**config.mk**
```make
export PLATFORM = sky130hd
export DESIGN_NAME = xbar_egress_port
export DESIGN_NICKNAME = d
export VERILOG_FILES = /design/src/rtl/xbar_pkg.sv /design/src/rtl/xbar_egress_fifo.sv /design/src/rtl/xbar_egress_port.sv
export SDC_FILE = /design/constraint.sdc
export NUM_CORES = 1
export LEC_CHECK = 0
export ABC_AREA = 1
export ABC_CLOCK_PERIOD_IN_PS = 3700
export CAP_MARGIN = 40
export CORE_UTILIZATION = 30
export DETAILED_ROUTE_END_ITERATION = 10
export RECOVER_POWER = 100
export SLEW_MARGIN = 20
export SYNTH_ARGS = -nofsm -noshare
export SYNTH_HDL_FRONTEND = slang
export SYNTH_SLANG_ARGS = --single-unit
export TNS_END_PERCENT = 50
```
**constraint.sdc**
```tcl
create_clock -name clk -period 3.7 [get_ports clk]
set_clock_uncertainty 0.15 [all_clocks]
set_input_delay 0.74 -clock clk [delete_from_list [all_inputs] [get_ports clk]]
set_output_delay 0.74 -clock clk [all_outputs]
set_load 0.03 [all_outputs]
```
**src/rtl/xbar_pkg.sv**
```systemverilog
// Shared crossbar definitions: port count, default payload width and the
// {valid, data} word layout used by crossbar4x4 and its egress stages.
package xbar_pkg;

    localparam int XBAR_PORTS = 4;
    localparam int XBAR_WIDTH = 8;

    typedef struct packed {
        logic                  valid;
        logic [XBAR_WIDTH-1:0] data;
    } xbar_word_t;

    // The valid flag sits directly above the payload bits.
    function automatic int VALID_BIT(input int w);
        return w;
    endfunction

endpackage

```
**src/rtl/xbar_egress_fifo.sv**
```systemverilog
// Show-ahead FIFO for one crossbar egress port: storage, wrapping pointers,
// a separate occupancy register and a registered head-of-queue word.
module xbar_egress_fifo #(
    parameter int width = 8,
    parameter int depth = 16
) (
    input  logic                     clk,
    input  logic                     rst_n,
    input  logic                     i_push,
    input  logic                     i_pop,
    input  logic [width-1:0]         i_data,
    output logic [width-1:0]         o_data,
    output logic [$clog2(depth):0]   o_count
);

    localparam int AW = $clog2(depth);
    localparam int CW = AW + 1;

    logic [width-1:0] r_mem [depth];
    logic [AW-1:0]    r_rd_ptr;
    logic [AW-1:0]    r_wr_ptr;
    logic [CW-1:0]    r_count;
    logic [width-1:0] r_data;

    logic [AW-1:0]    w_rd_next;
    logic [CW-1:0]    w_remain;

    assign w_rd_next = r_rd_ptr + AW'(i_pop);
    assign w_remain  = r_count - CW'(i_pop);

    always_ff @(posedge clk) begin
        if (i_push)
            r_mem[r_wr_ptr] <= i_data;
    end

    // The head register tracks mem[rd_ptr]; when the incoming word will be the
    // new head it bypasses the array, and with nothing left it simply holds.
    always_ff @(posedge clk or negedge rst_n) begin
        if (!rst_n) begin
            r_rd_ptr <= '0;
            r_wr_ptr <= '0;
            r_count  <= '0;
            r_data   <= '0;
        end else begin
            r_rd_ptr <= w_rd_next;
            if (i_push)
                r_wr_ptr <= r_wr_ptr + AW'(1);
            r_count <= r_count + CW'(i_push) - CW'(i_pop);
            if (i_push && (w_remain == '0))
                r_data <= i_data;
            else if (w_remain != '0)
                r_data <= r_mem[w_rd_next];
        end
    end

    assign o_data  = r_data;
    assign o_count = r_count;

endmodule

```
**src/rtl/xbar_egress_port.sv**
```systemverilog
// Egress stage for one crossbar output: accept/drop, almost-full stall and
// statistics. Define XBAR_EGRESS_STATS_EN for pkt_cnt and live drop stats.
module xbar_egress_port
    import xbar_pkg::*;
#(
    parameter int width        = XBAR_WIDTH,
    parameter int depth        = 16,
    parameter int afull_thresh = depth - 2
) (
    input  logic                     clk,
    input  logic                     rst,
    input  logic [width:0]           in_word,
    output logic                     stall,
    output logic [width-1:0]         out_data,
    output logic                     out_valid,
    input  logic                     out_ready,
    output logic [$clog2(depth):0]   count,
    output logic                     overflow,
    output logic [15:0]              drop_cnt
`ifdef XBAR_EGRESS_STATS_EN
    ,
    output logic [15:0]              pkt_cnt
`endif
);

    localparam int CW = $clog2(depth) + 1;
    localparam logic [CW-1:0] DEPTH_C  = CW'(depth);
    localparam logic [CW-1:0] THRESH_C = CW'(afull_thresh);

    logic w_valid;
    logic w_full;
    logic w_pop;
    logic w_push;

    assign w_valid = in_word[VALID_BIT(width)];
    assign w_full  = (count == DEPTH_C);
    assign w_pop   = out_valid && out_ready;
    // A full queue still takes a word when the sink frees a slot this cycle.
    assign w_push  = w_valid && (!w_full || w_pop);

    xbar_egress_fifo #(
        .width (width),
        .depth (depth)
    ) u_fifo (
        .clk     (clk),
        .rst_n   (rst),
        .i_push  (w_push),
        .i_pop   (w_pop),
        .i_data  (in_word[width-1:0]),
        .o_data  (out_data),
        .o_count (count)
    );

    assign out_valid = (count != '0);
    assign stall     = (count >= THRESH_C);

`ifdef XBAR_EGRESS_STATS_EN
    logic        w_drop;
    logic        r_overflow;
    logic [15:0] r_drop_cnt;
    logic [15:0] r_pkt_cnt;

    assign w_drop = w_valid && !w_push;

    always_ff @(posedge clk or negedge rst) begin
        if (!rst) begin
            r_overflow <= 1'b0;
            r_drop_cnt <= '0;
            r_pkt_cnt  <= '0;
        end else begin
            if (w_drop) begin
                r_overflow <= 1'b1;
                if (r_drop_cnt != 16'hFFFF)
                    r_drop_cnt <= r_drop_cnt + 16'd1;
            end
            if (w_pop && (r_pkt_cnt != 16'hFFFF))
                r_pkt_cnt <= r_pkt_cnt + 16'd1;
        end
    end

    assign overflow = r_overflow;
    assign drop_cnt = r_drop_cnt;
    assign pkt_cnt  = r_pkt_cnt;
`else
    assign overflow = 1'b0;
    assign drop_cnt = '0;
`endif

endmodule

```
After elaboration in Yosys (flattened, before gate mapping)
Memory sizes are Yosys's and may differ from the RTL's.
Cells that the tools add are included.
{"block": "word_totals", "n_memories": 1, "wordCells": 25, "register_bits": 21, "output_inout_bits": 32, "mem_bits_rw": 128, "inputBits": 12}
{"name": "u_fifo.r_mem", "words": 16, "width": 8, "read_ports": 1, "rd_ports_with_merged_regs": 0, "wr": 1, "line": "xbar_egress_fifo.sv:19", "text": "logic [width-1:0] r_mem [depth];"}
{"block": "classes", "order_cmp": 1, "reduce_logical": 9, "n_mux": 4, "n_addsub": 5, "eq_ne": 1}
{"operator": "2-to-1 mux 8 bit", "count": 2}
{"operator": "nonzero test 5 bit", "count": 2}
{"operator": "subtractor 5 x 1 -> 5 bit", "count": 2}
{"operator": "adder 5 x 1 -> 5 bit", "count": 1}
{"operator": "== test 5 bit (second input constant)", "count": 1}
{"operator": ">= comparator 5 x 4 -> 1 bit (second input constant)", "count": 1}
{"operator": "zero test 5 bit", "count": 1}
{"operator": "adder 4 x 1 -> 4 bit", "count": 1}
{"operator": "adder 4 x 1 -> 4 bit (second input constant)", "count": 1}
{"operator": "logical AND 1 bit", "count": 3}
{"operator": "2-to-1 mux 1 bit", "count": 2}
{"operator": "nonzero test 2 bit", "count": 1}
{"operator": "zero test 1 bit", "count": 1}
{"operator": "logical OR 1 bit", "count": 1}

Longest topological paths before layout
{"block": "depth", "ltp_word": 6, "depth_mapped": 18, "depth_no_buf": 17}

Cells and area by module
From an unflattened synthesis, not the netlist that was laid out.
{"block": "hier_totals", "hier_cells": 702, "hier_area_um2": 7015.5}
{"mod": "xbar_egress_fifo", "cells_per_inst": 670, "seq_area_each_um2": 4369.2, "n_inst": 1, "area_per_inst_um2": 6819.0}
{"mod": "xbar_egress_port", "cells_per_inst": 32, "seq_area_each_um2": 0.0, "n_inst": 1, "area_per_inst_um2": 196.4}

Worst setup path after synthesis
Ideal clock, no wire load.
{"block": "synth_timing", "path_kind": "reg-to-reg", "start": "register u_fifo.r_count[2] (netlist: u_fifo.o_count[2])", "end": "register u_fifo.r_data[3] (netlist: u_fifo.o_data[3])", "path_slack_ps": 691, "arrival_time_ps": 2790, "stages_incl_launch_ff": 19, "synth_period_minus_slack_ps": 3009, "required_time_ps": 3481, "cell_sequence": "dfrtp_1 -> inv_1 -> ha_1 -> nand2_1 -> nor2_1 -> nand2_1 -> nand2_1 -> inv_1 -> ha_1 -> ha_1 -> buf_2 -> inv_2 -> clkbuf_1 -> nand3_1 -> nand3_1 -> nand3_1 -> nand2_1 -> nand2_1 -> nand3_1"}
{"block": "synth_via", "elab_chain_len": 6}
{"item": "start, declared", "line": "xbar_egress_fifo.sv:22", "text": "logic [CW-1:0] r_count;"}
{"item": "start signal, assigned", "line": "xbar_egress_fifo.sv:48", "text": "r_count <= r_count + CW'(i_push) - CW'(i_pop);"}
{"item": "nonzero test 5 bit", "line": "xbar_egress_port.sv:54", "text": "assign out_valid = (count != '0);"}
{"item": "net out_valid", "line": "xbar_egress_port.sv:15", "text": "output logic out_valid,"}
{"item": "logical AND 1 bit", "line": "xbar_egress_port.sv:37", "text": "assign w_pop = out_valid && out_ready;"}
{"item": "adder 4 x 1 -> 4 bit", "line": "xbar_egress_fifo.sv:28", "text": "assign w_rd_next = r_rd_ptr + AW'(i_pop);"}
{"item": "net u_fifo.w_rd_next[1]", "line": "xbar_egress_fifo.sv:25", "text": "logic [AW-1:0] w_rd_next;"}
{"item": "memory (16 x 8 bit)"}
{"item": "2-to-1 mux 8 bit", "line": "xbar_egress_fifo.sv:51", "text": "else if (w_remain != '0)"}
{"item": "2-to-1 mux 8 bit", "line": "xbar_egress_fifo.sv:49", "text": "if (i_push && (w_remain == '0))"}
{"item": "end signal, assigned", "line": "xbar_egress_fifo.sv:50", "text": "r_data <= i_data;"}
{"item": "end signal, assigned", "line": "xbar_egress_fifo.sv:52", "text": "r_data <= r_mem[w_rd_next];"}
{"item": "end, declared", "line": "xbar_egress_fifo.sv:23", "text": "logic [width-1:0] r_data;"}
The timed path passes the listed nets, and every way through them passes these cells. The select of a mux whose other input is x is not followed.
A chain may end at the register's enable or synchronous reset.

Worst setup path in the final report
{"block": "layout_timing", "start": "register u_fifo.r_count[2] (netlist: u_fifo.o_count[2])", "end": "memory u_fifo.r_mem[10][5] (enable)"}
{"block": "layout_via", "elab_chain_len": 6}
{"item": "== test 5 bit / nonzero test 5 bit (equally long branches)", "line": "xbar_egress_port.sv:36, xbar_egress_port.sv:54"}
{"item": "zero test 1 bit / logical AND 1 bit (equally long branches)", "line": "xbar_egress_port.sv:39, xbar_egress_port.sv:37"}
{"item": "logical OR 1 bit (*)", "line": "xbar_egress_port.sv:39", "text": "assign w_push = w_valid && (!w_full || w_pop);"}
{"item": "logical AND 1 bit (*)", "line": "xbar_egress_port.sv:39"}
{"item": "2-to-1 mux 1 bit (*)", "line": "xbar_egress_fifo.sv:32", "text": "if (i_push)"}
{"item": "2-to-1 mux 1 bit (implied by the code) (*)", "line": "xbar_egress_fifo.sv:33", "text": "r_mem[r_wr_ptr] <= i_data;"}
{"item": "end, declared", "line": "xbar_egress_fifo.sv:19"}
Every way passes the cells marked *; elsewhere a longest branch is shown, timed or not.

==> run metrics <==
outcome finished, final reports clean; Global Route Usage Sum 14.6%; chip height 155 um; Final Max Tran Viols 0; top layer in use met4; WP buf/inv 4; Lkg Pwr 3.46 nW; Max-cap violations 0; IO Pins 44; FF/Latch Area 4370 um2; Clk pwr share 22.4%; H-tree depth 4; Netlist cell types 27; CTS tree done; mapped cell area 7020 um2; delay of the slowest cell on the worst path 480 ps; Hold Crit Depth 2; Req. time, crit path 3610 ps; CTS Buf Count 17; Place WS 437 ps; top cell type's share of synthesized area 54.8%; port bufs 26; DRC viols 0; Die ar. 24,000 um2; clock-pin slew on the worst setup and hold paths 60 ps; minimum clock period 3180 ps; Ant. Diodes 0; Final WS setup 515 ps; drt pass-1 iters 5; M1 wire length 7.20 mm; Gate power share 44.3%; Yosys reg bits 149; Post-synth EDFFs 128; Area Growth Syn to Fin 15.3%; CTS Sinks 149; P_int 3.91 mW; Final Hold Viols 0; Psw 2.90 mW; met2 wire len 7.74 mm; HPWL after DPL 10.5 mm; WL/cell 15.5 um; Flop pwr share 33.3%; RSZ-0062 raised after global routing false; vias 4,666; # fillers 2,284; WP depth 11; share of layout cells above drive strength 1 6.68%; most frequent cells in the layout nand2_1, edfxtp_1, nand3_1; CTS root buf clkbuf_16; Worst-Skew Late Latency 420 ps; Nets 766; Worst Tran Pin Value 827 ps; Cells after Synth 691; Worst EP arrival 3090 ps; final setup TNS 0 ps; Max Root-Sink Buffers 2; Post-CTS Setup Bufs 0; post-synth top area cell edfxtp_1; register area share after synthesis 62.3%; crit path max fanout 14; Synth Flop Type edfxtp_1; chip width 155 um; most used cell, CP nand2_1; hold slack 376 ps; relative slew slack 44.4%; first-pass GRT wire length 25.6 mm; Sw Ratio 42.6%; number of global-route vias before repair 4,481; hold_buf cts 0; Crit-path slowest cell clkbuf_1; largest net degree at the start of global routing 65; 1st-iter DRT viols 508; VDD IR max 0.529 mV; Critical Path, Cell by Cell inv_1, ha_1, nand2_1, nor2_1, nand2_1, nand2_1, clkbuf_1, inv_1, nand2_1, nor2_1, clkbuf_1; pwr/cell area 841 nW/um2; critical path's top delay family buffers and inverters; Post-CTS Resized 0; CP endpoint kind flip-flop; antenna-violating nets left 0; Critical Path Start Type flip-flop; Setup-failing EPs final 0; multi-input logic area 1950 um2; kind of critical path reg2reg; synth top area cells edfxtp_1, nand2_1, nand3_1, dfrtp_1, inv_1; period utilization 86.1%; Core Rows 55; synth warn 0; initial antenna violation count 0; met3 routed WL 942 um; grt total ovfl 0; RD Place Congestion 0.848; WL final 16.5 mm; syn avg cell area 10.2 um2; Min-Delay Path Class reg2reg; core area 22,800 um2; Initial Utilization 30.8%; Via density 4.40; commonest non-fill, non-tap cell in the layout nand2_1; Achievable Freq 314 MHz; Register-to-Register Path Depth 11; asr flop ratio synth 14.1%
path summary, 6_finish.rpt:
kind	from	slack, ps	endpoint
worst max-delay path	u_fifo.o_count[2]	520	u_fifo.r_mem[10][5]
worst min register to register	u_fifo.o_data[4]	380	u_fifo.o_data[4]
worst max register to register	u_fifo.o_count[2]	520	u_fifo.r_mem[10][5]
min in group asynchronous	rst	570	u_fifo.o_count[0]
worst min-delay path	u_fifo.o_data[4]	380	u_fifo.o_data[4]
max in group asynchronous	rst	1850	u_fifo.r_wr_ptr[3]
power by group through the flow:
stage	logic [mW]	clock network (mW)	registers (mW)
after global routing	3.37	1.61	2.29
after CTS	3.11	1.55	2.28
after detailed placement	3.09	0	2.31
after global placement	3.08	0	2.31
after floorplan	2.01	0	2.41
final	3.01	1.52	2.27
worst min-delay path: cells and delay by family, from the launching register on:
| kind | cells | cell delay (ps) |
|---|---|---|
| simple gates | 2 | 150 |
| flops | 1 | 340 |
routing by layer:
| layer | global-route usage, % | up-vias |
|---|---|---|
| met5 | 0 | - |
| met4 | 7.97 | 0 |
| met3 | 3.79 | 35 |
| met2 | 22.3 | 126 |
| met1 | 19.0 | 2234 |
| li1 | - | 2271 |
cells by family (layout without fill, tap and decap cells):
group,count (synthesis),in the layout,synth area share (%)
AOI/OAI and AO/OA,6,6,0.428
xor gates and xnor gates,12,12,1.93
adders and majority gates,19,19,3.50
buffers and inverters,161,202,10.6
DFF,149,149,62.3
other,1,17,0.0534
and+or+nand+nor,343,343,21.3
final cells by class:
type	count	area share, %
Sequential cell	149	54.0
Multi-Input combinational cell	397	24.1
Inverter	119	5.69
Clock buffer	18	5.31
Timing Repair Buffer	51	4.92
Tap cell	313	4.84
Clock inverter	14	1.10
synthesized netlist by cell type, types with 4 or more instances:
master    number
buf_2          9
buf_4         17
buf_6          4
clkbuf_1      10
dfrtp_1       21
edfxtp_1     128
ha_1          18
inv_1        113
inv_2          5
nand2_1      198
nand3_1      115
nand3_2        8
nor2_1        20
xor2_1         7
sequential cells by signal, summed over array words and instances (netlist names):
signal           flops
u_fifo.r_rd_ptr      4
u_fifo.o_count       5
u_fifo.o_data        8
u_fifo.r_mem       128
u_fifo.r_wr_ptr      4
per-stage QoR:
step,utilization [%],cells,power (mW),instance area [um2]
floorplan,-,707,4.42,7080
global placement,33.5,1025,5.39,7630
detailed placement,33.6,1026,5.40,7650
CTS,35.8,1058,6.94,8170
global route,35.5,1061,7.27,8090
finish,35.5,1061,6.80,8090
Power figures use the tool's default switching activity.
